===== src/rtl/m_ext_pkg.sv =====
// Shared encodings, state type and constants for the RV32M execute-stage sequencer.
package m_ext_pkg;

  localparam int unsigned XLEN  = 32;
  localparam int unsigned REG_W = 5;
  localparam int unsigned F3_W  = 3;
  localparam int unsigned OP_W  = 2;

  localparam logic [F3_W-1:0] F3_MUL    = 3'b000;
  localparam logic [F3_W-1:0] F3_MULH   = 3'b001;
  localparam logic [F3_W-1:0] F3_MULHSU = 3'b010;
  localparam logic [F3_W-1:0] F3_MULHU  = 3'b011;
  localparam logic [F3_W-1:0] F3_DIV    = 3'b100;
  localparam logic [F3_W-1:0] F3_DIVU   = 3'b101;
  localparam logic [F3_W-1:0] F3_REM    = 3'b110;
  localparam logic [F3_W-1:0] F3_REMU   = 3'b111;

  // Unit opcodes are funct3[1:0]; multiplier and divider share the encoding space.
  localparam logic [OP_W-1:0] OP_MUL    = 2'b00;
  localparam logic [OP_W-1:0] OP_MULH   = 2'b01;
  localparam logic [OP_W-1:0] OP_MULHSU = 2'b10;
  localparam logic [OP_W-1:0] OP_MULHU  = 2'b11;
  localparam logic [OP_W-1:0] OP_DIV    = 2'b00;
  localparam logic [OP_W-1:0] OP_DIVU   = 2'b01;
  localparam logic [OP_W-1:0] OP_REM    = 2'b10;
  localparam logic [OP_W-1:0] OP_REMU   = 2'b11;

  localparam logic [XLEN-1:0] INT_MIN  = 32'h8000_0000;
  localparam logic [XLEN-1:0] ALL_ONES = 32'hFFFF_FFFF;

  typedef enum logic [2:0] {
    IDLE     = 3'd0,
    MUL_WAIT = 3'd1,
    DIV_WAIT = 3'd2,
    DRAIN    = 3'd3,
    RESP     = 3'd4
  } ctrl_state_t;

endpackage


===== src/rtl/m_ext_special_case.sv =====
// Combinational detector for M-ops whose result is known without running a unit.
module m_ext_special_case
  import m_ext_pkg::*;
(
  input  logic [F3_W-1:0] funct3,
  input  logic [XLEN-1:0] rs1,
  input  logic [XLEN-1:0] rs2,
  output logic            hit,
  output logic [XLEN-1:0] value
);

  logic rs1_zero;
  logic rs2_zero;
  logic overflow;

  assign rs1_zero = (rs1 == '0);
  assign rs2_zero = (rs2 == '0);
  assign overflow = (rs1 == INT_MIN) && (rs2 == ALL_ONES);

  // Division by zero takes precedence over signed overflow; rs2 cannot be both.
  always_comb begin
    hit   = 1'b0;
    value = '0;
    if (!funct3[2]) begin
      hit = rs1_zero || rs2_zero;
    end else if (rs2_zero) begin
      hit   = 1'b1;
      value = funct3[1] ? rs1 : ALL_ONES;
    end else if (overflow && (funct3[1:0] == OP_DIV)) begin
      hit   = 1'b1;
      value = INT_MIN;
    end else if (overflow && (funct3[1:0] == OP_REM)) begin
      hit   = 1'b1;
      value = '0;
    end
  end

endmodule


===== src/rtl/m_ext_controller.sv =====
// RV32M execute-stage sequencer: resolves trivial cases locally, otherwise launches
// the shared multiplier/divider, stalls until done and emits one tagged writeback.
module m_ext_controller
  import m_ext_pkg::*;
#(
  parameter bit          FAST_PATH  = 1'b1,
  parameter int unsigned MAX_CYCLES = 40,
  parameter int unsigned CNT_W      = 6
) (
  input  logic             clk,
  input  logic             rst_n,
  input  logic             ex_valid,
  input  logic [F3_W-1:0]  funct3,
  input  logic [XLEN-1:0]  rs1_data,
  input  logic [XLEN-1:0]  rs2_data,
  input  logic [REG_W-1:0] rd_addr,
  input  logic             flush,
  output logic             mul_start,
  output logic [OP_W-1:0]  mul_opcode,
  output logic [XLEN-1:0]  mul_op1,
  output logic [XLEN-1:0]  mul_op2,
  input  logic             mul_done,
  input  logic [XLEN-1:0]  mul_result,
  output logic             div_start,
  output logic [OP_W-1:0]  div_opcode,
  output logic [XLEN-1:0]  div_op1,
  output logic [XLEN-1:0]  div_op2,
  input  logic             div_done,
  input  logic [XLEN-1:0]  div_result,
  output logic             stall,
  output logic             res_valid,
  output logic [XLEN-1:0]  res_data,
  output logic [REG_W-1:0] res_rd,
  output logic             busy,
  output logic             timeout_err
);

  ctrl_state_t      state;
  ctrl_state_t      state_next;
  logic [XLEN-1:0]  op_a;
  logic [XLEN-1:0]  op_a_next;
  logic [XLEN-1:0]  op_b;
  logic [XLEN-1:0]  op_b_next;
  logic [F3_W-1:0]  op_f3;
  logic [F3_W-1:0]  op_f3_next;
  logic [REG_W-1:0] rd_q;
  logic [REG_W-1:0] rd_next;
  logic [XLEN-1:0]  res_q;
  logic [XLEN-1:0]  res_next;
  logic [CNT_W-1:0] cnt;
  logic [CNT_W-1:0] cnt_next;
  logic             mul_start_next;
  logic             div_start_next;
  logic             timeout_next;

  logic             sc_hit;
  logic [XLEN-1:0]  sc_value;
  logic             unit_done;
  logic [XLEN-1:0]  unit_result;
  logic             wd_expired;

  generate
    if (FAST_PATH) begin : g_fast
      m_ext_special_case u_special_case (
        .funct3 (funct3),
        .rs1    (rs1_data),
        .rs2    (rs2_data),
        .hit    (sc_hit),
        .value  (sc_value)
      );
    end else begin : g_no_fast
      assign sc_hit   = 1'b0;
      assign sc_value = '0;
    end
  endgenerate

  // The registered funct3[2] selects the unit in flight, also while draining.
  assign unit_done   = op_f3[2] ? div_done : mul_done;
  assign unit_result = op_f3[2] ? div_result : mul_result;
  assign wd_expired  = (cnt >= CNT_W'(MAX_CYCLES - 1));

  assign mul_opcode = op_f3[1:0];
  assign div_opcode = op_f3[1:0];
  assign mul_op1    = op_a;
  assign mul_op2    = op_b;
  assign div_op1    = op_a;
  assign div_op2    = op_b;
  assign res_data   = res_q;
  assign res_rd     = rd_q;

  always_ff @(posedge clk or negedge rst_n) begin
    if (!rst_n) begin
      state       <= IDLE;
      op_a        <= '0;
      op_b        <= '0;
      op_f3       <= '0;
      rd_q        <= '0;
      res_q       <= '0;
      cnt         <= '0;
      mul_start   <= 1'b0;
      div_start   <= 1'b0;
      timeout_err <= 1'b0;
    end else begin
      state       <= state_next;
      op_a        <= op_a_next;
      op_b        <= op_b_next;
      op_f3       <= op_f3_next;
      rd_q        <= rd_next;
      res_q       <= res_next;
      cnt         <= cnt_next;
      mul_start   <= mul_start_next;
      div_start   <= div_start_next;
      timeout_err <= timeout_next;
    end
  end

  // Priority inside a wait state: flush, then unit done, then watchdog.
  always_comb begin
    state_next     = state;
    op_a_next      = op_a;
    op_b_next      = op_b;
    op_f3_next     = op_f3;
    rd_next        = rd_q;
    res_next       = res_q;
    cnt_next       = '0;
    mul_start_next = 1'b0;
    div_start_next = 1'b0;
    timeout_next   = 1'b0;
    stall          = 1'b0;
    busy           = 1'b0;
    res_valid      = 1'b0;

    unique case (state)
      IDLE: begin
        if (ex_valid && !flush) begin
          stall      = 1'b1;
          op_a_next  = rs1_data;
          op_b_next  = rs2_data;
          op_f3_next = funct3;
          rd_next    = rd_addr;
          if (sc_hit) begin
            res_next   = sc_value;
            state_next = RESP;
          end else if (funct3[2]) begin
            div_start_next = 1'b1;
            state_next     = DIV_WAIT;
          end else begin
            mul_start_next = 1'b1;
            state_next     = MUL_WAIT;
          end
        end
      end

      MUL_WAIT, DIV_WAIT: begin
        stall    = 1'b1;
        busy     = 1'b1;
        cnt_next = cnt + CNT_W'(1);
        if (flush) begin
          state_next = unit_done ? IDLE : DRAIN;
        end else if (unit_done) begin
          res_next   = unit_result;
          state_next = RESP;
        end else if (wd_expired) begin
          timeout_next = 1'b1;
          state_next   = IDLE;
        end
      end

      DRAIN: begin
        busy     = 1'b1;
        stall    = ex_valid;
        cnt_next = cnt + CNT_W'(1);
        if (unit_done) begin
          state_next = IDLE;
        end else if (wd_expired) begin
          timeout_next = 1'b1;
          state_next   = IDLE;
        end
      end

      RESP: begin
        res_valid  = !flush;
        state_next = IDLE;
      end

      default: begin
        state_next = IDLE;
      end
    endcase
  end

endmodule


===== config.mk =====
export PLATFORM = sky130hd
export DESIGN_NAME = m_ext_controller
export DESIGN_NICKNAME = d
export VERILOG_FILES = /design/src/rtl/m_ext_pkg.sv /design/src/rtl/m_ext_special_case.sv /design/src/rtl/m_ext_controller.sv
export SDC_FILE = /design/constraint.sdc
export NUM_CORES = 1
export LEC_CHECK = 0
export CORE_ASPECT_RATIO = 0.6
export CORE_MARGIN = 5
export CORE_UTILIZATION = 35
export CTS_CLUSTER_SIZE = 30
export DETAILED_ROUTE_END_ITERATION = 10
export GPL_ROUTABILITY_DRIVEN = 1
export HOLD_SLACK_MARGIN = 0.03
export PLACE_DENSITY = 0.83
export SETUP_SLACK_MARGIN = 0.3
export SYNTH_ARGS = -nofsm -noshare
export SYNTH_HDL_FRONTEND = slang
export SYNTH_SLANG_ARGS = --single-unit

===== constraint.sdc =====
create_clock -name clk -period 2.45 [get_ports clk]
set_input_delay 0.49 -clock clk [delete_from_list [all_inputs] [get_ports clk]]
set_output_delay 0.49 -clock clk [all_outputs]
set_load 0.01 [all_outputs]

# [After elaboration in Yosys (flattened, before gate mapping)]
# Index checks and enable logic that the tools add are counted.
[word_totals] reg_bits=116 latch_bits=0 mem_bits_rw=0 mem_bits_ro=0 inputBits=142 out_inout_bits=175 mem_count=0
[classes] add_sub_neg=1 n_mul=0 div=0 magnitude_cmp=1 n_eq_ne=11 n_shift=0 n_mux=41 n_bitwise=0 reduce_logical=15
[ops] operator="$mux 32" n=9
[ops] operator="$eq 32x32->1 const B" n=2
[ops] operator="$logic_not 32->1" n=2
[ops] operator="$pmux 32 s2" n=1
[ops] operator="$mux 1" n=19
[ops] operator="$mux 3" n=6
[ops] operator="$pmux 3 s3" n=1
[ops] operator="$add 6x1->6 const B" n=1
[ops] operator="$eq 3x2->1 const B" n=2
[ops] operator="$ge 6x6->1 const B" n=1
[ops] operator="$mux 6" n=1
[ops] operator="$ne 2x2->1 const B" n=3
[ops] operator="$reduce_and 5->1" n=1
[ops] operator="$logic_and 1x1->1" n=4
[ops] operator="$mux 2" n=2
[ops] operator="$eq 3x1->1 const B" n=1
[ops] operator="$eq 3x3->1 const B" n=1
[ops] operator="$logic_not 3->1" n=1
[ops] operator="$pmux 1 s3" n=1
[ops] operator="$reduce_or 3->1" n=1
[ops] operator="$eq 2x2->1 const B" n=1
[ops] operator="$logic_not 2->1" n=1
[ops] operator="$ne 2x1->1 const B" n=1
[ops] operator="$pmux 1 s2" n=1
[ops] operator="5 further kinds" n=5

# [Logic depth before layout (Yosys ltp)]
# Gate-level depths: netlist (run 1).
[logic_depth] word_depth=10 depth_mapped=9 mapped_depth_nobuf=6

# [Hierarchy]
# Synthesis (run 1) repeated with hierarchy kept, for this count alone.
[unflattened] hier_cells=575 area_unflattened_um2=6314.8
[modules_own_cells] module="m_ext_controller" instances=1 cells_per_inst=466 area_each_um2=5714.2 seq_area_each_um2=2902.8
[modules_own_cells] module="m_ext_special_case" instances=1 cells_per_inst=109 area_each_um2=600.6 seq_area_each_um2=0.0

# [Worst setup path before layout (run 1)]
# Ideal clock, no wire load.
[synth_path] path_type="input -> register" start="input rs1_data[3]" end="register res_q[0] (netlist: res_data[0])" setup_ns=0.127 arrival_ns=1.993 required_time_ns=2.323 slack_ns=0.330 stages=7 n_path_buf=1 path_cell_list="nor4_1 > nand4_1 > nor2_1 > nand4_2 > o211ai_4 > buf_6 > mux2_1"
[synth_between] elab_chain_cells=9 elab_cells_between_ends=12 classes_between="eq/ne (2); mux (4); reduce/logical (6)"
[synth_lines] item="start, declared" line="m_ext_controller.sv:14" rtl="input logic [XLEN-1:0] rs1_data,"
[synth_lines] item="$eq 32x32->1" line="m_ext_special_case.sv:18" rtl="assign overflow = (rs1 == INT_MIN) && (rs2 == ALL_ONES);"
[synth_lines] item="$logic_and 1x1->1" line="m_ext_special_case.sv:18"
[synth_lines] item="$logic_and 1x1->1" line="m_ext_special_case.sv:32" rtl="end else if (overflow && (funct3[1:0] == OP_REM)) begin"
[synth_lines] item="$mux 1" line="m_ext_special_case.sv:32"
[synth_lines] item="$mux 1" line="m_ext_special_case.sv:29" rtl="end else if (overflow && (funct3[1:0] == OP_DIV)) begin"
[synth_lines] item="$mux 1" line="m_ext_special_case.sv:26" rtl="end else if (rs2_zero) begin"
[synth_lines] item="$mux 1 *" line="m_ext_special_case.sv:24" rtl="if (!funct3[2]) begin"
[synth_lines] item="$ne 2x1->1 (no source line) *"
[synth_lines] item="$reduce_and 5->1 (no source line) *"
[synth_lines] item="end signal, assigned" line="m_ext_controller.sv:109" rtl="res_q <= res_next;"
[synth_lines] item="end, declared" line="m_ext_controller.sv:48" rtl="logic [XLEN-1:0] res_q;"
# Every way passes the cells marked *; elsewhere a longest branch is shown, timed or not.
# A chain may end at the register's enable or synchronous reset.

# [Worst setup path after layout (run 1)]
[layout_path] start="input rs2_data[31]" end="register res_q[5] (netlist: res_data[5])"
[layout_between] elab_chain_cells=9 elab_cells_between_ends=17 classes_between="eq/ne (2); mux (9); reduce/logical (6)"
[layout_lines] item="start, declared" line="m_ext_controller.sv:15" rtl="input logic [XLEN-1:0] rs2_data,"
[layout_lines] item="$eq 32x32->1" line="m_ext_special_case.sv:18"
[layout_lines] item="$logic_and 1x1->1" line="m_ext_special_case.sv:18"
[layout_lines] item="$logic_and 1x1->1" line="m_ext_special_case.sv:32"
[layout_lines] item="$mux 1" line="m_ext_special_case.sv:32"
[layout_lines] item="$mux 1" line="m_ext_special_case.sv:29"
[layout_lines] item="$mux 1" line="m_ext_special_case.sv:26"
[layout_lines] item="$mux 1" line="m_ext_special_case.sv:24"
[layout_lines] item="$ne 2x1->1 (no source line)"
[layout_lines] item="$reduce_and 5->1 (no source line)"
# Several ways; a longest one is shown, not always the timed one. The select of a mux whose other input is x is not followed.

==> tab_implementation.tex, run 1 <==
\begin{tabular}{lr}
\hline
Metric & Value \\
\hline
\multicolumn{2}{l}{\textbf{Critical path}} \\
\quad Crit start category & primary input \\
\quad CP required & $\sim$2.8 ns \\
\quad Largest driver fanout on the critical path & 31 \\
\quad Crit Path Category & primary input to flop \\
\quad Worst reg2reg setup slack & 0.34 ns \\
\quad Worst Path Arrival & approximately 2.6 ns \\
\quad Crit path capture type & flop \\
\quad Number of cell instances on the worst register-to-register path & 7 \\
\multicolumn{2}{l}{\textbf{Clocking}} \\
\quad Clock transition at path regs & 0.06 ns \\
\quad Total of hold buffers inserted after clock tree synthesis & 0 \\
\quad Clock Path Buffers & 2 \\
\quad Number of H-tree branching levels & 4 \\
\quad CTS tree & done \\
\quad Clock insertion delay at the later pin of the skew report & 0.41 ns \\
\quad Sinks on Clock Net & 116 \\
\quad Clock tree root driver cell & sky130\_fd\_sc\_hd\_\_clkbuf\_16 \\
\quad CTS buffer count & 17 \\
\multicolumn{2}{l}{\textbf{GRT}} \\
\quad Number of antenna violations at the first check in global routing & 0 \\
\quad Overall routing resource usage & 0.2168 \\
\quad Via count of the first global-routing pass & 6253 \\
\quad Maximum number of pins on one net before global-route repair & 117 \\
\quad First-pass GRT wire length & 34900 µm \\
\quad Remaining global-route overflow & 0 \\
\multicolumn{2}{l}{\textbf{Synthesis}} \\
\quad Post-synth top area share & 0.4788 \\
\quad Area leader, netlist & sky130\_fd\_sc\_hd\_\_dfrtp\_1 \\
\quad Post-synthesis mux area share & 0.1139 \\
\quad Leading cell type by number of instances after synthesis & sky130\_fd\_sc\_hd\_\_nand2\_1 \\
\quad Share of async-settable or async-resettable flops after synthesis & 1.000 \\
\quad Compound-Gate Fraction of Synth Area & 0.05201 \\
\quad Total of warnings raised by yosys & 0 \\
\quad Post-synthesis register bit count & 116 \\
\quad Cells taking the most area after synthesis & sky130\_fd\_sc\_hd\_\_dfrtp\_1, sky130\_fd\_sc\_hd\_\_nand2\_1, sky130\_fd\_sc\_hd\_\_buf\_4, sky130\_fd\_sc\_hd\_\_mux2i\_1, sky130\_fd\_sc\_hd\_\_mux2\_1 \\
\quad Most numerous cell types in the synthesized netlist & sky130\_fd\_sc\_hd\_\_nand2\_1, sky130\_fd\_sc\_hd\_\_dfrtp\_1, sky130\_fd\_sc\_hd\_\_buf\_4 \\
\quad Mean area per synthesized cell & 9.213 µm² \\
\quad Fraction of the mapped netlist area in adder cells & 0.002064 \\
\quad Synthesized instance count & 658 \\
\quad Syn Nets & 801 \\
\quad Synthesized cell area & 6062 µm² \\
\quad Number of enable flip-flop cells after synthesis & 0 \\
\quad Most frequently used flop master after synthesis & sky130\_fd\_sc\_hd\_\_dfrtp\_1 \\
\quad Number of distinct library cells after synthesis & 41 \\
\quad Dominant combinational cell family by area after synthesis & simple AND/OR/NAND/NOR gates \\
\quad Xor-xnor portion of the synthesized cell area & 0.007224 \\
\quad Fraction of the mapped netlist area in simple logic gates & 0.2272 \\
\quad Fraction of the yosys area taken by sequential cells & 0.4788 \\
\multicolumn{2}{l}{\textbf{Floorplanning}} \\
\quad Total Die Area & 20140 µm² \\
\quad I/O pin count & 317 \\
\quad Core Region & 17080 µm² \\
\quad Height of the die & between 100 and 150 µm \\
\quad Num rows & 37 \\
\quad Die width & 179.9 µm \\
\quad Initial core utilization & 0.3549 \\
\multicolumn{2}{l}{\textbf{Placement}} \\
\quad Number of buffers inserted by port buffering & 316 \\
\quad Detailed placer's ending HPWL & 16150 µm \\
\quad Area of placed instances & 9409 µm² \\
\quad DP Cell Count & roughly 1200 \\
\quad Placer Congestion & $\sim$0.85 \\
\quad Placement Setup Slack & -0.7440 ns \\
\multicolumn{2}{l}{\textbf{Finish}} \\
\quad Number of antenna cells inserted & 0 \\
\quad Net count of the finished layout & 1115 \\
\quad Non-filler instance count after layout & 1218 \\
\quad Area delta synth->final & 71.00\% \\
\quad Post-route cell area & roughly 10000 µm² \\
\quad Fin util & 0.6068 \\
\quad Layout cells sized above 1 & 0.1921 \\
\multicolumn{2}{l}{\textbf{Pwr}} \\
\quad Combinational cell fraction of total power & 0.489 \\
\quad Relative contribution of the clock network to total power & 0.227 \\
\quad Switching Share & 0.3453 \\
\quad Net Switching & around 4 mW \\
\quad Pwr Density & approximately 1100 nW/µm² \\
\quad Power Total & about 12 mW \\
\quad Max VDD drop & 0.0006236 V \\
\quad Leakage power of the design & approximately 4.8 nW \\
\quad Fraction of power consumed by sequential logic & 0.284 \\
\quad Internal power & $\sim$7.6 mW \\
\multicolumn{2}{l}{\textbf{Timing}} \\
\quad Final Worst Setup Slack & between 0.2 and 0.25 ns \\
\quad Final critical-path share of the clock period & 0.9017 \\
\quad Worst Max-Slew Pin Slew & roughly 0.84 ns \\
\quad Worst hold slack across all endpoints & 0.1331 ns \\
\quad Relative slew slack & 0.4378 \\
\quad Final max-slew violation count & 0 \\
\quad RSZ-0062 raised after global routing & yes \\
\quad Clock skew & about 0.013 ns \\
\quad Final Hold Fails & 0 \\
\quad Setup TNS & 0 ns \\
\quad Number of failing setup endpoints in the final timing report & 0 \\
\quad Tmin final & between 2 and 2.5 ns \\
\quad Max Clock Freq & 452.6 MHz \\
\multicolumn{2}{l}{\textbf{Detailed routing}} \\
\quad Routed Antenna Nets & 0 \\
\quad Violation count after the first detailed-route iteration & 347 \\
\quad Vias & about 5800 \\
\quad Routed WL per cell & 18.52 µm \\
\quad Detailed-route vias per instance & 4.787 \\
\quad Total routed wirelength & 22560 µm \\
\quad Residual DRC & 0 \\
\quad Initial DRT Pass Iterations & 4 \\
\multicolumn{2}{l}{\textbf{Run status}} \\
\quad Outcome & finished clean \\
\multicolumn{2}{l}{\textbf{Job}} \\
\quad Max Cap Viol & 0 \\
\multicolumn{2}{l}{\textbf{Worst hold path}} \\
\quad Type of the worst min-delay path & primary input to asynchronous set/reset pin \\
\hline
\end{tabular}
[power by group through the flow]
stage	Sequential (mW)	Clock, mW	Combinational, mW
floorplan	3.45	0	2.56
global placement	3.26	0	5.35
detailed placement	3.29	0	5.43
CTS	3.30	2.70	5.65
global route	3.42	2.79	6.07
finish	3.29	2.64	5.67
[cell type report]
type	count	area, µm²
inverters	6	22.52
fillers	1432	6716
clock inverters	12	180.2
multi-input cells	432	2713
well taps	234	292.8
clock buffers	19	442.9
flip-flops and latches	116	2907
repair buffers	399	3809
[what timing repair did]
action,4_1_cts,5_1_grt
gates cloned,3,1
setup endpoints to repair,38,35
pin swaps,23,9
buffers inserted,7,2
gates resized for setup,168,34
[cells in the final DEF (no fill, tap or decap), types with 2 or more instances in the layout]
master,n
sky130_fd_sc_hd__a21oi_1,3
sky130_fd_sc_hd__xnor2_1,3
sky130_fd_sc_hd__inv_1,6
sky130_fd_sc_hd__clkdlybuf4s15_1,6
sky130_fd_sc_hd__dfrtp_1,113
sky130_fd_sc_hd__nand4_1,12
sky130_fd_sc_hd__nand2_1,223
sky130_fd_sc_hd__dfrtp_2,3
sky130_fd_sc_hd__o22ai_1,30
sky130_fd_sc_hd__buf_6,7
sky130_fd_sc_hd__nor4_1,6
sky130_fd_sc_hd__and2_1,2
sky130_fd_sc_hd__bufinv_16,4
sky130_fd_sc_hd__nor3_2,3
sky130_fd_sc_hd__clkbuf_16,18
sky130_fd_sc_hd__clkbuf_2,3
sky130_fd_sc_hd__clkinvlp_4,2
sky130_fd_sc_hd__nor2b_1,32
sky130_fd_sc_hd__clkdlybuf4s50_1,251
sky130_fd_sc_hd__mux2_4,28
sky130_fd_sc_hd__nor2_1,13
sky130_fd_sc_hd__nor4_4,5
sky130_fd_sc_hd__clkinv_4,3
sky130_fd_sc_hd__mux2_1,4
sky130_fd_sc_hd__xor2_1,2
sky130_fd_sc_hd__o21ai_0,3
sky130_fd_sc_hd__buf_2,13
sky130_fd_sc_hd__buf_4,73
sky130_fd_sc_hd__mux2i_1,33
sky130_fd_sc_hd__clkinv_2,2
sky130_fd_sc_hd__buf_16,3
sky130_fd_sc_hd__dlygate4sd2_1,36
sky130_fd_sc_hd__nand3_1,2
sky130_fd_sc_hd__buf_12,4
sky130_fd_sc_hd__nor4_2,5
[layer usage]
layer  up-vias  GRT usage  share of wire  wire [µm]
met5         -          0              0          0
met4         0    0.05733          0.015        336
met3        24    0.06497          0.072       1632
met2       239     0.3564           0.48      10780
met1      2806     0.2811           0.43       9814
li1       2761          -              -          -
[final timing paths]
kind,start,endpoint
min in group clk,rs1_data[7],div_op1[7]
max in group asynchronous,rst_n,div_op2[3]
hold / removal,rst_n,div_op1[1]
setup / recovery,rs2_data[31],res_data[5]
setup reg to reg,state[0],res_data[8]
hold reg to reg,cnt[0],cnt[0]
[flip-flops by register name (all words and copies together), names as in the netlist]
signal and flops:
div_op1 32, div_op2 32, res_data 32, cnt 6, res_rd 5, op_f3 3, state 3, div_start 1
mul_start 1, timeout_err 1
[worst max-delay path: stages]
cell	delay, ns
sky130_fd_sc_hd__dlygate4sd2_1	0.26
sky130_fd_sc_hd__buf_4	0.15
sky130_fd_sc_hd__nor4_2	0.26
sky130_fd_sc_hd__nand4_1	0.11
sky130_fd_sc_hd__buf_4	0.17
sky130_fd_sc_hd__or4_4	0.54
sky130_fd_sc_hd__buf_12	0.19
sky130_fd_sc_hd__o22ai_1	0.17
sky130_fd_sc_hd__mux2_4	0.18
[kinds of logic (layout without fill, tap and decap cells)]
group                      Yosys count  count (layout)
adders and majority gates            1               1
and+or+nand+nor                    314             314
DFF                                116             116
muxes                               65              65
xor gates and xnor gates             5               5
AOI/OAI and AO/OA                   47              47
buffers and inverters              110             436
Power figures use the tool's default switching activity.
==> run 2: changes to the inputs <==
--- a/config.mk
+++ b/config.mk
@@ -5,14 +5,16 @@
 export SDC_FILE = /design/constraint.sdc
 export NUM_CORES = 1
 export LEC_CHECK = 0
+export CELL_PAD_IN_SITES_DETAIL_PLACEMENT = 0
+export CELL_PAD_IN_SITES_GLOBAL_PLACEMENT = 1
 export CORE_ASPECT_RATIO = 0.6
 export CORE_MARGIN = 5
-export CORE_UTILIZATION = 35
+export CORE_UTILIZATION = 29
 export CTS_CLUSTER_SIZE = 30
 export DETAILED_ROUTE_END_ITERATION = 10
 export GPL_ROUTABILITY_DRIVEN = 1
 export HOLD_SLACK_MARGIN = 0.03
-export PLACE_DENSITY = 0.83
+export PLACE_DENSITY = 0.93
 export SETUP_SLACK_MARGIN = 0.3
 export SYNTH_ARGS = -nofsm -noshare
 export SYNTH_HDL_FRONTEND = slang
==> tab_implementation.tex, run 2 (synthesis gave the netlist of run 1 again) <==
\begin{tabular}{lr}
\hline
Metric & Value \\
\hline
\multicolumn{2}{l}{\textbf{Run status}} \\
\quad Outcome & finished clean \\
\multicolumn{2}{l}{\textbf{GRT}} \\
\quad Number of antenna violations at the first check in global routing & 2 (+2) \\
\quad Via count of the first global-routing pass & 6285 (+0.51\%) \\
\quad Maximum number of pins on one net before global-route repair & 74 (-37\%) \\
\quad Overall routing resource usage & 0.1975 (-0.01927) \\
\quad Remaining global-route overflow & 0 (unchanged) \\
\quad First-pass GRT wire length & 36410 µm (+4.3\%) \\
\multicolumn{2}{l}{\textbf{Pwr}} \\
\quad Leakage power of the design & 4.963 nW (+3.5\%) \\
\quad Pwr Density & 1056 nW/µm² (-5.6\%) \\
\quad Power Total & 11.37 mW (-2.0\%) \\
\quad Max VDD drop & 0.0006009 V (-3.6\%) \\
\multicolumn{2}{l}{\textbf{Detailed routing}} \\
\quad Routed WL per cell & 18.86 µm (+1.8\%) \\
\quad Residual DRC & 0 (unchanged) \\
\quad Total routed wirelength & 24290 µm (+7.6\%) \\
\quad Routed Antenna Nets & 0 (unchanged) \\
\quad Vias & 5997 (+2.9\%) \\
\quad Initial DRT Pass Iterations & 4 (unchanged) \\
\quad Violation count after the first detailed-route iteration & 244 (-30\%) \\
\quad Detailed-route vias per instance & 4.656 (-2.7\%) \\
\multicolumn{2}{l}{\textbf{Timing}} \\
\quad Final Hold Fails & 0 (unchanged) \\
\quad Relative slew slack & 0.5572 (+0.1194) \\
\quad Setup TNS & 0 ns (unchanged) \\
\quad Final critical-path share of the clock period & 0.9012 (about the same) \\
\quad RSZ-0062 raised after global routing & yes \\
\quad Tmin final & 2.208 ns (-0.001427 ns) \\
\quad Clock skew & 0.007962 ns (-0.004931 ns) \\
\quad Worst hold slack across all endpoints & 0.2986 ns (+0.1655 ns) \\
\quad Number of failing setup endpoints in the final timing report & 0 (unchanged) \\
\quad Worst Max-Slew Pin Slew & 0.6642 ns (-0.1791 ns) \\
\quad Max Clock Freq & 452.9 MHz (about the same) \\
\quad Final max-slew violation count & 0 (unchanged) \\
\multicolumn{2}{l}{\textbf{Finish}} \\
\quad Layout cells sized above 1 & 0.2470 (+0.05495) \\
\quad Most common cell after layout, fill and taps aside & sky130\_fd\_sc\_hd\_\_clkdlybuf4s50\_1 \\
\quad Net count of the finished layout & 1141 (+2.3\%) \\
\quad Commonest non-fill, non-tap cells in the layout & sky130\_fd\_sc\_hd\_\_clkdlybuf4s50\_1, sky130\_fd\_sc\_hd\_\_nand2\_1, sky130\_fd\_sc\_hd\_\_dfrtp\_1 \\
\quad Fill count & 1881 (+31\%) \\
\quad Area delta synth->final & 77.58\% \\
\quad Post-route cell area & 10770 µm² (+3.9\%) \\
\quad Non-filler instance count after layout & 1288 (+5.7\%) \\
\multicolumn{2}{l}{\textbf{Clocking}} \\
\quad Clock insertion delay at the later pin of the skew report & 0.42 ns (about the same) \\
\quad Clock tree root driver cell & sky130\_fd\_sc\_hd\_\_clkbuf\_16 \\
\quad CTS buffer count & 17 (unchanged) \\
\quad Clock Path Buffers & 2 (unchanged) \\
\quad Clock transition at path regs & 0.05 ns (about the same) \\
\quad Number of H-tree branching levels & 4 (unchanged) \\
\quad CTS tree & done \\
\quad Sinks on Clock Net & 116 (unchanged) \\
\multicolumn{2}{l}{\textbf{Floorplanning}} \\
\quad Die width & 196.7 µm (+9.3\%) \\
\quad Total Die Area & 23990 µm² (+19\%) \\
\quad I/O pin count & 317 (unchanged) \\
\quad Core Region & 20780 µm² (+22\%) \\
\quad Height of the die & 122.0 µm (+9.0\%) \\
\quad Initial core utilization & 0.2918 (-0.06309) \\
\quad Num rows & 41 (+11\%) \\
\multicolumn{2}{l}{\textbf{Critical path}} \\
\quad Worst Path Arrival & 2.56 ns (about the same) \\
\quad Number of cell instances on the worst register-to-register path & 8 (+1) \\
\quad Largest driver fanout on the critical path & 8 (-74\%) \\
\quad Crit start category & primary input \\
\quad CP required & 2.81 ns (+0.02 ns) \\
\quad Crit Path Category & primary input to flop \\
\quad Crit path capture type & flop \\
\multicolumn{2}{l}{\textbf{Worst hold path}} \\
\quad Worst hold path cell count & 3 \\
\quad Type of the worst min-delay path & primary input to flop \\
\multicolumn{2}{l}{\textbf{Placement}} \\
\quad Placer Congestion & 0.8436 (-0.37\%) \\
\quad DP Cell Count & 1242 (+5.8\%) \\
\quad Detailed placer's ending HPWL & 17220 µm (+6.6\%) \\
\quad Area of placed instances & 9663 µm² (+2.7\%) \\
\quad Number of buffers inserted by port buffering & 316 (unchanged) \\
\multicolumn{2}{l}{\textbf{Job}} \\
\quad Max Cap Viol & 0 (unchanged) \\
\hline
\end{tabular}
[run 2: worst paths after layout]
kind                       slack, ns           end          from
hold / removal                  0.30   div_op1[23]  rs1_data[23]
setup reg to reg                0.26  res_data[31]      op_f3[2]
setup / recovery                0.24   res_data[8]  rs2_data[11]
min in group asynchronous       0.56     res_rd[1]         rst_n
hold reg to reg                 0.47        cnt[0]        cnt[0]
max in group asynchronous       1.29    div_op1[5]         rst_n
[run 2: per-stage QoR]
step | util | setup slack (ns)
final | 0.5182 | 0.2422
after global placement | 0.4651 | -0.6078
after floorplan | - | 0.3296
after CTS | 0.5090 | 0.2737
after global routing | 0.5182 | 0.1735
after detailed placement | 0.4651 | -0.6415
[run 2: layer usage]
layer / vias to the layer above / routed length, µm / track usage
li1: 2810 / - / -
met1: 2937 / 11080 / 0.2602
met2: 216 / 11210 / 0.3154
met3: 32 / 1574 / 0.05887
met4: 2 / 412 / 0.06190
met5: - / 13 / 0
[run 2: repair_timing]
action                                  4_1_cts  5_1_grt
hold endpoints to repair                      1        0
endpoints found under the setup margin       37       33
hold buffers                                  1        0
cloned                                        5        1
pin swaps                                    34       17
buffers inserted                              8        1
gates resized for setup                     254       53
[run 2: cell type report]
| class | count | area [µm²] | share of cell area |
|---|---|---|---|
| antenna | 1 | 2.502 | 0.0002325 |
| clock buffer | 23 | 488.0 | 0.04533 |
| tap | 279 | 349.1 | 0.03243 |
| timing repair buffer | 425 | 4068 | 0.3778 |
| clock inverter | 6 | 30.03 | 0.002789 |
| sequential | 116 | 2905 | 0.2699 |
| inverter | 6 | 22.52 | 0.002092 |
| multi-input combinational | 432 | 2900 | 0.2694 |
[run 2: critical path: stages]
cell                              delay, ns
sky130_fd_sc_hd__clkdlybuf4s15_1       0.22
sky130_fd_sc_hd__nor4_4                0.25
sky130_fd_sc_hd__nand4_1               0.19
sky130_fd_sc_hd__buf_4                 0.19
sky130_fd_sc_hd__or4_4                 0.62
sky130_fd_sc_hd__buf_12                0.18
sky130_fd_sc_hd__buf_16                0.15
sky130_fd_sc_hd__o22ai_4               0.10
sky130_fd_sc_hd__mux2_4                0.16
[run 2: power by group]
group / switching, mW / internal, mW / total [mW] / leakage, nW
Combinational: 2.53 / 3.30 / 5.83 / 3.22
Clock: 0.857 / 1.37 / 2.23 / 0.264
Sequential: 0.660 / 2.66 / 3.32 / 1.48
Total: 4.05 / 7.32 / 11.4 / 4.96
==> run 3: changes to the inputs <==
--- a/config.mk
+++ b/config.mk
@@ -15,6 +15,7 @@
 export GPL_ROUTABILITY_DRIVEN = 1
 export HOLD_SLACK_MARGIN = 0.03
 export PLACE_DENSITY = 0.93
+export REMOVE_ABC_BUFFERS = 1
 export SETUP_SLACK_MARGIN = 0.3
 export SYNTH_ARGS = -nofsm -noshare
 export SYNTH_HDL_FRONTEND = slang
==> tab_implementation.tex, run 3 (synthesis gave the netlist of run 1 again) <==
\begin{tabular}{lr}
\hline
Metric & Value \\
\hline
\multicolumn{2}{l}{\textbf{Run status}} \\
\quad Outcome & finished clean \\
\multicolumn{2}{l}{\textbf{Finish}} \\
\quad Commonest non-fill, non-tap cells in the layout & sky130\_fd\_sc\_hd\_\_clkdlybuf4s50\_1, sky130\_fd\_sc\_hd\_\_nand2\_1, sky130\_fd\_sc\_hd\_\_dfrtp\_1 \\
\quad Non-filler instance count after layout & 1285 (-0.23\%) \\
\quad Area delta synth->final & 78.00\% \\
\quad Post-route cell area & 10790 µm² (+0.23\%) \\
\quad Most common cell after layout, fill and taps aside & sky130\_fd\_sc\_hd\_\_clkdlybuf4s50\_1 \\
\quad Layout cells sized above 1 & 0.2169 (-0.03011) \\
\quad Net count of the finished layout & 1135 (-0.53\%) \\
\quad Fin util & 0.5194 (+0.001205) \\
\multicolumn{2}{l}{\textbf{Placement}} \\
\quad Number of buffers inserted by port buffering & 316 (unchanged) \\
\quad Placer Congestion & 0.8297 (-1.6\%) \\
\quad DP Cell Count & 1233 (-0.72\%) \\
\quad Area of placed instances & 9620 µm² (-0.44\%) \\
\quad Detailed placer's ending HPWL & 16490 µm (-4.2\%) \\
\multicolumn{2}{l}{\textbf{Detailed routing}} \\
\quad Routed WL per cell & 18.37 µm (-2.6\%) \\
\quad Total routed wirelength & 23610 µm (-2.8\%) \\
\quad Vias & 5905 (-1.5\%) \\
\quad Residual DRC & 0 (unchanged) \\
\quad Routed Antenna Nets & 0 (unchanged) \\
\quad Initial DRT Pass Iterations & 4 (unchanged) \\
\quad Violation count after the first detailed-route iteration & 285 (+17\%) \\
\quad Detailed-route vias per instance & 4.595 (-1.3\%) \\
\multicolumn{2}{l}{\textbf{Critical path}} \\
\quad Worst reg2reg setup slack & 0.28 ns (+0.02 ns) \\
\quad CP required & 2.73 ns (-0.08 ns) \\
\quad Reg2reg end & res\_data[4] \\
\quad Number of cell instances on the worst register-to-register path & 9 (+1) \\
\quad Crit Path Category & primary input to flop \\
\quad Crit path capture type & flop \\
\quad Largest driver fanout on the critical path & 5 (-3) \\
\quad Worst r2r src & state[0] \\
\quad Worst Path Arrival & 2.61 ns (+0.05 ns) \\
\quad Crit start category & primary input \\
\multicolumn{2}{l}{\textbf{Worst hold path}} \\
\quad Worst hold path cell count & 3 (unchanged) \\
\quad Type of the worst min-delay path & primary input to flop \\
\quad Startpoint of the lowest-slack hold path & rs1\_data[12] \\
\quad Endpoint of the worst hold-timing path & div\_op1[12] \\
\multicolumn{2}{l}{\textbf{Floorplanning}} \\
\quad Initial core utilization & 0.2918 (unchanged) \\
\quad Die width & 196.7 µm (unchanged) \\
\quad I/O pin count & 317 (unchanged) \\
\quad Num rows & 41 (unchanged) \\
\quad Total Die Area & 23990 µm² (unchanged) \\
\quad Core Region & 20780 µm² (unchanged) \\
\quad Height of the die & 122.0 µm (unchanged) \\
\multicolumn{2}{l}{\textbf{Clocking}} \\
\quad Clock insertion delay at the later pin of the skew report & 0.40 ns (-0.02 ns) \\
\quad Clock tree root driver cell & sky130\_fd\_sc\_hd\_\_clkbuf\_16 \\
\quad Number of H-tree branching levels & 4 (unchanged) \\
\quad Clock Path Buffers & 2 (unchanged) \\
\quad Sinks on Clock Net & 116 (unchanged) \\
\quad Clock transition at path regs & 0.06 ns (about the same) \\
\quad CTS buffer count & 17 (unchanged) \\
\quad CTS tree & done \\
\multicolumn{2}{l}{\textbf{Pwr}} \\
\quad Power Total & 11.79 mW (+3.7\%) \\
\quad Pwr Density & 1093 nW/µm² (+3.5\%) \\
\quad Max VDD drop & 0.0005453 V (-9.3\%) \\
\quad Leakage power of the design & 4.969 nW (+0.12\%) \\
\multicolumn{2}{l}{\textbf{Timing}} \\
\quad Worst Max-Slew Pin Slew & 0.5576 ns (-0.1066 ns) \\
\quad Clock skew & 0.006828 ns (-0.001134 ns) \\
\quad Relative slew slack & 0.6283 (+0.07106) \\
\quad Final critical-path share of the clock period & 0.9515 (+0.05036) \\
\quad Worst hold slack across all endpoints & 0.2936 ns (-0.005016 ns) \\
\quad Max Clock Freq & 429.0 MHz (-5.3\%) \\
\quad Final max-slew violation count & 0 (unchanged) \\
\quad Number of failing setup endpoints in the final timing report & 0 (unchanged) \\
\quad Tmin final & 2.331 ns (+0.1234 ns) \\
\quad RSZ-0062 raised after global routing & yes \\
\quad Final Hold Fails & 0 (unchanged) \\
\multicolumn{2}{l}{\textbf{GRT}} \\
\quad Number of antenna violations at the first check in global routing & 2 (unchanged) \\
\quad Maximum number of pins on one net before global-route repair & 74 (unchanged) \\
\quad Remaining global-route overflow & 0 (unchanged) \\
\quad First-pass GRT wire length & 35830 µm (-1.6\%) \\
\quad Overall routing resource usage & 0.1919 (-0.005660) \\
\quad Via count of the first global-routing pass & 6154 (-2.1\%) \\
\multicolumn{2}{l}{\textbf{Job}} \\
\quad Max Cap Viol & 0 (unchanged) \\
\hline
\end{tabular}
## run 3: changes by cell type in the layout (fill, tap and decap cells not counted), sizes merged
cell           delta
dlygate4sd2      +29
buf              -24
clkbuf           -10
clkdlybuf4s15    -10
bufinv            +4
clkdlybuf4s50     +4
clkinvlp          +3
dlymetal6s2s      +1
## run 3: critical path, stage by stage
cell and delay (ns):
sky130_fd_sc_hd__buf_6 0.10, sky130_fd_sc_hd__nor4_4 0.24, sky130_fd_sc_hd__buf_4 0.15, sky130_fd_sc_hd__nand4_1 0.22
sky130_fd_sc_hd__nor2_2 0.21, sky130_fd_sc_hd__buf_6 0.13, sky130_fd_sc_hd__nand4_4 0.10, sky130_fd_sc_hd__o211ai_4 0.28
sky130_fd_sc_hd__buf_6 0.14, sky130_fd_sc_hd__buf_8 0.11, sky130_fd_sc_hd__buf_16 0.13, sky130_fd_sc_hd__mux2_4 0.29
## run 3: timing repair
action / CTS / global route
gates cloned: 6 / 0
setup endpoints to repair: 38 / 33
gates resized for setup: 175 / 30
setup buffers: 11 / 1
hold buffers: 1 / 0
pin swaps: 24 / 8
endpoints found under the hold margin: 2 / 0
## run 3: where the power goes
part / total (mW) / internal (mW) / leakage, nW / switching (mW)
clock: 2.62 / 1.70 / 0.293 / 0.921
sequential: 3.29 / 2.66 / 1.48 / 0.635
combinational: 5.88 / 3.36 / 3.20 / 2.52
## run 3: stage by stage
| step | setup slack, ns | setup TNS [ns] |
|---|---|---|
| final | 0.1188 | 0 |
| after global routing | 0.08336 | 0 |
| after CTS | 0.1579 | 0 |
| after detailed placement | -0.6714 | -20.74 |
| after global placement | -0.6450 | -20.38 |
| after floorplan | -1.054 | -33.75 |
## run 3: cell type report
type | count | area [µm²]
well taps | 279 | 349.1
clock buffers | 19 | 432.9
flip-flops and latches | 116 | 2907
multi-input cells | 432 | 2766
diodes | 1 | 2.502
fillers | 1841 | 9986
inverters | 6 | 22.52
clock inverters | 13 | 183.9
repair buffers | 419 | 4126
## run 3: per-layer routing
| layer | vias up | global-route usage | wire length, µm |
|---|---|---|---|
| met4 | 2 | 0.04416 | 269 |
| met2 | 215 | 0.2991 | 10670 |
| li1 | 2800 | - | - |
| met3 | 18 | 0.05390 | 1468 |
| met1 | 2870 | 0.2670 | 11190 |
| met5 | - | 0 | 11 |
## run 3: how the worst max path moves through the flow
stage,start,endpoint
4_1_cts,rs1_data[7],res_data[0]
3_3_place_gp,rs1_data[0],res_data[13]
3_5_place_dp,rs1_data[0],res_data[8]
2_1_floorplan,state[0],res_data[18]
5_1_grt,rs1_data[11],res_data[14]
6_report,rs1_data[7],res_data[4]
